[src/rtl/char_scroll_encoder_pkg.sv]
// Shared character codes and scroll-FSM state encodings for the HEX scroller
// and its per-digit character decoders.
package char_codes;

   // 2-bit character codes shown on each HEX digit
   typedef enum logic [1:0] {
      CH_D     = 2'b00,
      CH_E     = 2'b01,
      CH_ONE   = 2'b10,
      CH_BLANK = 2'b11
   } char_t;

   // Scroll controller states
   typedef enum logic [1:0] {
      ST_IDLE = 2'b00,
      ST_RUN  = 2'b01,
      ST_HOLD = 2'b10
   } state_t;

   localparam int CHAR_W = 2;

   // Width of the counter inside tick_gen; covers TICK_DIV up to 2^26-1
   localparam int TICK_CNT_W = 26;

endpackage

[src/rtl/char_scroll_encoder_tick_gen.sv]
// Free-running scroll-tick divider: counts 0..TICK_DIV-1 and strobes tick
// during the terminal count.
module tick_gen
   import char_codes::*;
#(
   parameter int TICK_DIV = 25000000
) (
   input  logic CLOCK_50,
   input  logic Reset,
   output logic tick
);

   localparam logic [TICK_CNT_W-1:0] LAST = TICK_CNT_W'(TICK_DIV - 1);

   logic [TICK_CNT_W-1:0] cnt_q;
   logic [TICK_CNT_W-1:0] cnt_d;

   // Next count: wrap to zero after the terminal count
   always_comb begin
      cnt_d = cnt_q + TICK_CNT_W'(1);
      if (cnt_q == LAST) begin
         cnt_d = '0;
      end
   end

   // Counter register
   always_ff @(posedge CLOCK_50) begin
      if (Reset) begin
         cnt_q <= '0;
      end else begin
         cnt_q <= cnt_d;
      end
   end

   assign tick = (cnt_q == LAST);

endmodule

[src/rtl/char_scroll_encoder.sv]
// Six-slot character scroller: loads 2-bit char codes and rotates them left
// or right on each divider tick (when running) or each debounced-free step edge.
module char_scroll_encoder
   import char_codes::*;
#(
   parameter int TICK_DIV = 25000000,
   parameter int NUM_DISP = 6
) (
   input  logic                  CLOCK_50,
   input  logic                  Reset,
   input  logic                  load,
   input  logic [2*NUM_DISP-1:0] load_data,
   input  logic                  run,
   input  logic                  dir,
   input  logic                  step,
   output logic [2*NUM_DISP-1:0] codes,
   output logic                  tick,
   output logic                  busy
);

   localparam int W = CHAR_W * NUM_DISP;
   localparam logic [W-1:0] BLANK_ALL = {NUM_DISP{CH_BLANK}};

   state_t         state_q, state_d;
   logic           busy_q, busy_d;
   logic [W-1:0]   codes_q, codes_d;
   logic           step_s1_q, step_s1_d;
   logic           step_s2_q, step_s2_d;
   logic           step_s3_q, step_s3_d;
   logic           step_edge;
   logic           rot_req;

   tick_gen #(
      .TICK_DIV (TICK_DIV)
   ) u_tick_gen (
      .CLOCK_50 (CLOCK_50),
      .Reset    (Reset),
      .tick     (tick)
   );

   // Two-flop synchroniser plus one history flop for rising-edge detection
   always_comb begin
      step_s1_d = step;
      step_s2_d = step_s1_q;
      step_s3_d = step_s2_q;
   end

   assign step_edge = step_s2_q & ~step_s3_q;

   // Next state, busy flag and slot contents; load beats rotation, and a tick
   // coinciding with a step edge still yields a single rotation
   always_comb begin
      state_d = run ? ST_RUN : ST_IDLE;
      if (load) begin
         state_d = ST_HOLD;
      end
      busy_d  = (state_d == ST_RUN);

      rot_req = (state_q != ST_HOLD) &&
                (step_edge || ((state_q == ST_RUN) && tick));

      codes_d = codes_q;
      if (load) begin
         codes_d = load_data;
      end else if (rot_req) begin
         if (dir) begin
            codes_d = {codes_q[CHAR_W-1:0], codes_q[W-1:CHAR_W]};
         end else begin
            codes_d = {codes_q[W-CHAR_W-1:0], codes_q[W-1:W-CHAR_W]};
         end
      end
   end

   // Step synchroniser registers
   always_ff @(posedge CLOCK_50) begin
      if (Reset) begin
         step_s1_q <= 1'b0;
         step_s2_q <= 1'b0;
         step_s3_q <= 1'b0;
      end else begin
         step_s1_q <= step_s1_d;
         step_s2_q <= step_s2_d;
         step_s3_q <= step_s3_d;
      end
   end

   // FSM state with registered busy and slot outputs
   always_ff @(posedge CLOCK_50) begin
      if (Reset) begin
         state_q <= ST_IDLE;
         busy_q  <= 1'b0;
         codes_q <= BLANK_ALL;
      end else begin
         state_q <= state_d;
         busy_q  <= busy_d;
         codes_q <= codes_d;
      end
   end

   assign codes = codes_q;
   assign busy  = busy_q;

endmodule

[config.mk]
export PLATFORM = sky130hd
export DESIGN_NAME = char_scroll_encoder
export DESIGN_NICKNAME = d
export VERILOG_FILES = /design/src/rtl/char_scroll_encoder_pkg.sv /design/src/rtl/char_scroll_encoder_tick_gen.sv /design/src/rtl/char_scroll_encoder.sv
export SDC_FILE = /design/constraint.sdc
export NUM_CORES = 1
export LEC_CHECK = 0
export ABC_CLOCK_PERIOD_IN_PS = 2000
export CORE_MARGIN = 8
export CORE_UTILIZATION = 48
export DETAILED_ROUTE_END_ITERATION = 8
export PLACE_DENSITY_LB_ADDON = 0.15
export SETUP_SLACK_MARGIN = 0.2
export SLEW_MARGIN = 10
export SYNTH_ARGS = -nofsm -noshare
export SYNTH_HDL_FRONTEND = slang
export SYNTH_SLANG_ARGS = --single-unit
[constraint.sdc]
create_clock -name CLOCK_50 -period 2 [get_ports CLOCK_50]
set_input_delay 0.4 -clock CLOCK_50 [delete_from_list [all_inputs] [get_ports CLOCK_50]]
set_output_delay 0.4 -clock CLOCK_50 [all_outputs]
set_load 0.01 [all_outputs]
==> results of run 1 <==
[worst max-delay path, delay by kind of cell (launching register included)]
| kind | cells | cell delay, ps |
|---|---|---|
| flip-flops | 1 | 320 |
| buffers and inverters | 1 | 150 |
| AND/OR/NAND/NOR | 4 | 920 |
[layer usage]
metal  part of all wire  GRT usage  vias to the layer above
li1                   -          -                     1023
met1               0.43     0.1935                      965
met2               0.48     0.2504                       68
met3              0.071    0.05859                        9
met4              0.019    0.06869                        0
met5                  0          0                        -
[layout by cell type (no fill, tap or decap), types with 2 or more instances in the layout]
cell type	n
sky130_fd_sc_hd__o41ai_2	2
sky130_fd_sc_hd__nand3_1	9
sky130_fd_sc_hd__nor3_1	3
sky130_fd_sc_hd__and4_1	2
sky130_fd_sc_hd__or4_4	4
sky130_fd_sc_hd__o21ai_0	6
sky130_fd_sc_hd__nand2_1	7
sky130_fd_sc_hd__mux2i_1	24
sky130_fd_sc_hd__nor2_1	38
sky130_fd_sc_hd__nor4b_1	2
sky130_fd_sc_hd__and3_2	2
sky130_fd_sc_hd__or3_1	6
sky130_fd_sc_hd__a211oi_1	12
sky130_fd_sc_hd__nand4_1	6
sky130_fd_sc_hd__o31ai_1	4
sky130_fd_sc_hd__inv_1	8
sky130_fd_sc_hd__nand4b_1	3
sky130_fd_sc_hd__clkbuf_8	6
sky130_fd_sc_hd__or4_1	3
sky130_fd_sc_hd__a21oi_1	11
sky130_fd_sc_hd__xnor2_1	3
sky130_fd_sc_hd__dfxtp_1	35
sky130_fd_sc_hd__xor2_1	7
sky130_fd_sc_hd__a21oi_2	2
sky130_fd_sc_hd__buf_6	5
sky130_fd_sc_hd__nand3_2	3
sky130_fd_sc_hd__nor2b_1	4
sky130_fd_sc_hd__clkdlybuf4s50_1	30
sky130_fd_sc_hd__buf_4	26
sky130_fd_sc_hd__dfxtp_2	7
[timing repair]
item / CTS / global route
gates resized for setup: 9 / 32
hold buffers: 0 / 0
setup endpoints to repair: 37 / 39
setup buffers: 6 / 2
endpoints found under the hold margin: 0 / 0
pin swaps: 4 / 8
[kinds of logic after synthesis]
family	count (synthesis)	share of synthesized area
AO/OA/AOI/OAI	43	0.1320
multiplexers	24	0.1107
AND/OR/NAND/NOR	107	0.2732
buffers and inverters	22	0.04150
flip-flops	43	0.3965
adder cells (fa/ha/maj)	1	0.005763
XOR/XNOR	10	0.04035
[final timing paths]
kind | from | to | slack, ps | depth (start not counted)
setup reg to reg | u_tick_gen.cnt_q[9] | u_tick_gen.cnt_q[24] | 160 | 5
hold / removal | step_s1_q | step_s2_q | 440 | 1
hold reg to reg | step_s1_q | step_s2_q | 440 | 1
setup / recovery | u_tick_gen.cnt_q[9] | tick | -100 | 5
[per-stage QoR]
step	hold WS, ps	power [µW]	worst slack [ps]
3_5_place_dp	431.3	1153	-264.6
3_3_place_gp	423.2	1152	-267.7
2_1_floorplan	413.8	1039	180.2
5_1_grt	466.3	1781	-161.9
6_report	442.7	1708	-95.70
4_1_cts	450.0	1719	-138.7
[power by group]
group / internal [µW] / switching (µW)
registers: 884 / 28.4
logic: 133 / 96.5
clock network: 271 / 294
[area by class of cell]
cell class	count	area, µm²
timing repair buffer	63	576.8
clock inverter	1	5.005
multi-input combinational	185	1354
sequential	43	873.3
fill	360	1368
clock buffer	6	82.58
tap	52	65.06
inverter	8	30.03
[sequential cells by signal (all words and copies together), names as in the netlist]
name              flops
state_q               2
step_s1_q             1
step_s3_q             1
u_tick_gen.cnt_q     26
step_s2_q             1
codes                12
==> results.yml, run 1 <==
floorplanning:
  fp-row-count: 24
  design.die.area_um2: 6931
  ports_placed_on_the_boundary: 32
  start_util: 0.4986
  horizontal_extent_of_the_die_um: 83.25
  die_outline_height_um: 83.25
  design.core.area_um2: 4354
logic_synthesis:
  netlist.top_cell.by_area: "sky130_fd_sc_hd__dfxtp_1"
  count_of_synthesis_stage_warnings_from_yosys: 0
  async_reset_ff_frac: 0
  synth_cells: 250
  synth_top_area_share: 0.3965
  synthFlopType: "sky130_fd_sc_hd__dfxtp_1"
  syn-num-nets: 269
  synth.most_common_cell: "sky130_fd_sc_hd__dfxtp_1"
  syn_avg_cell_area_um2: 8.683
  synth.lib_cells_used.distinct: 42
  post_synth_instance_area_um2: 2171
  post_synth_most_frequent_cells: "sky130_fd_sc_hd__dfxtp_1, sky130_fd_sc_hd__nor2_1, sky130_fd_sc_hd__mux2i_1, sky130_fd_sc_hd__a21oi_1, sky130_fd_sc_hd__a211oi_1"
  yosys_register_bits: 43
  synth-edff-count: 0
  post_synth_main_area_contributors: "sky130_fd_sc_hd__dfxtp_1, sky130_fd_sc_hd__mux2i_1, sky130_fd_sc_hd__nor2_1"
  synth.yosys.seq_area_share: 0.3965
clock_tree:
  cts_buffers: 5
  clk_latency_ps: 300
  cts_tree: "built"
  clk_path_buf_depth: 2
  path_clk_slew_ps: 80
  cts.sinks: 43
  htree_num_levels: 2
  clockRootBuffer: "sky130_fd_sc_hd__clkbuf_8"
sta:
  unrepaired_setup_endpoints_after_global_routing: "true"
  achievable-frequency_mhz: 477.2
  setup_viol: 1
  setup_total_negative_slack_ps: -95.70
  max_slew.worst_pin.slew_ps: 385.4
  final.setup_skew_ps: 9.016
  final-hold-violation-count: 0
  post-route-period-util: 1.048
  timing.slew.headroom: 0.7407
  timing.final.crit_period_ps: 2096
  maxSlewViolCount: 0
  final_critical_path_setup_slack_ps: -95.70
placement:
  number_of_placed_instances_with_taps_included: 343
  numPortBuffers: 31
  finalWeightedCongestion: 0.8434
  dp.final_hpwl_mm: 3.741
  placement.cell_area_um2: 2693
critical_path:
  critical_path_peak_fanout: 2
  cp_slowest_cell: "sky130_fd_sc_hd__or4_4"
  endpoint_kind: "output port"
  max_stage_delay_ps: 550
  crit_arrival_ps: 1700
  path_cells: "or4_4 -> nor4_4 -> nand3_1 -> nor3_2 -> buf_2"
  required_time_of_the_worst_setup_path_ps: 1600
  timing_worst_setup_path_type: "register to output port"
  critPathLaunchType: "register"
grt:
  first_global_vias: 2044
  initial_antenna_violation_count: 0
  globalRouteTotalUtil: 0.1609
  remaining_global_route_overflow: 0
  grt_pass1_wl_mm: 9.522
  grt_max_degree: 27
worst_hold_path:
  hold_path.class: "register to register"
power:
  worst_ir_drop_vdd_v: 0.0003780
  leakagePower_uw: 0.001113
  power_per_cell_area_nw_per_um2: 571.8
route:
  via_per_inst: 5.768
  wire_per_inst_um: 15.84
  detailedRoute.firstPassIterationCount: 4
  detail_route.wirelength_mm: 5.671
  detailedRoute.firstIterationViolations: 123
  via_count: 2065
  drcViolationCount: 0
  route.antenna.remaining_nets: 0
cells_and_area:
  fin_area_um2: 2987
  diodes: 0
  drive_gt1_frac: 0.2386
  final_core_utilization: 0.6859
  areaGrowthSynthToFinish_pct: 37.58
  nets: 325
  final_cell_count_no_fill: 358
run_status:
  failed_checks: "negative setup slack"
  status: "finished, violations left"
run:
  cap_viol_max_count: 0
Note: power is estimated with default switching activity, not from simulation.
==> inputs of run 2 (changes only) <==
--- a/config.mk
+++ b/config.mk
@@ -11,7 +11,7 @@
 export DETAILED_ROUTE_END_ITERATION = 8
 export PLACE_DENSITY_LB_ADDON = 0.15
 export SETUP_SLACK_MARGIN = 0.2
-export SLEW_MARGIN = 10
+export SLEW_MARGIN = 20
 export SYNTH_ARGS = -nofsm -noshare
 export SYNTH_HDL_FRONTEND = slang
 export SYNTH_SLANG_ARGS = --single-unit
==> results of run 2 <==
No change in the layout: final DEF, timing and power equal those of run 1.
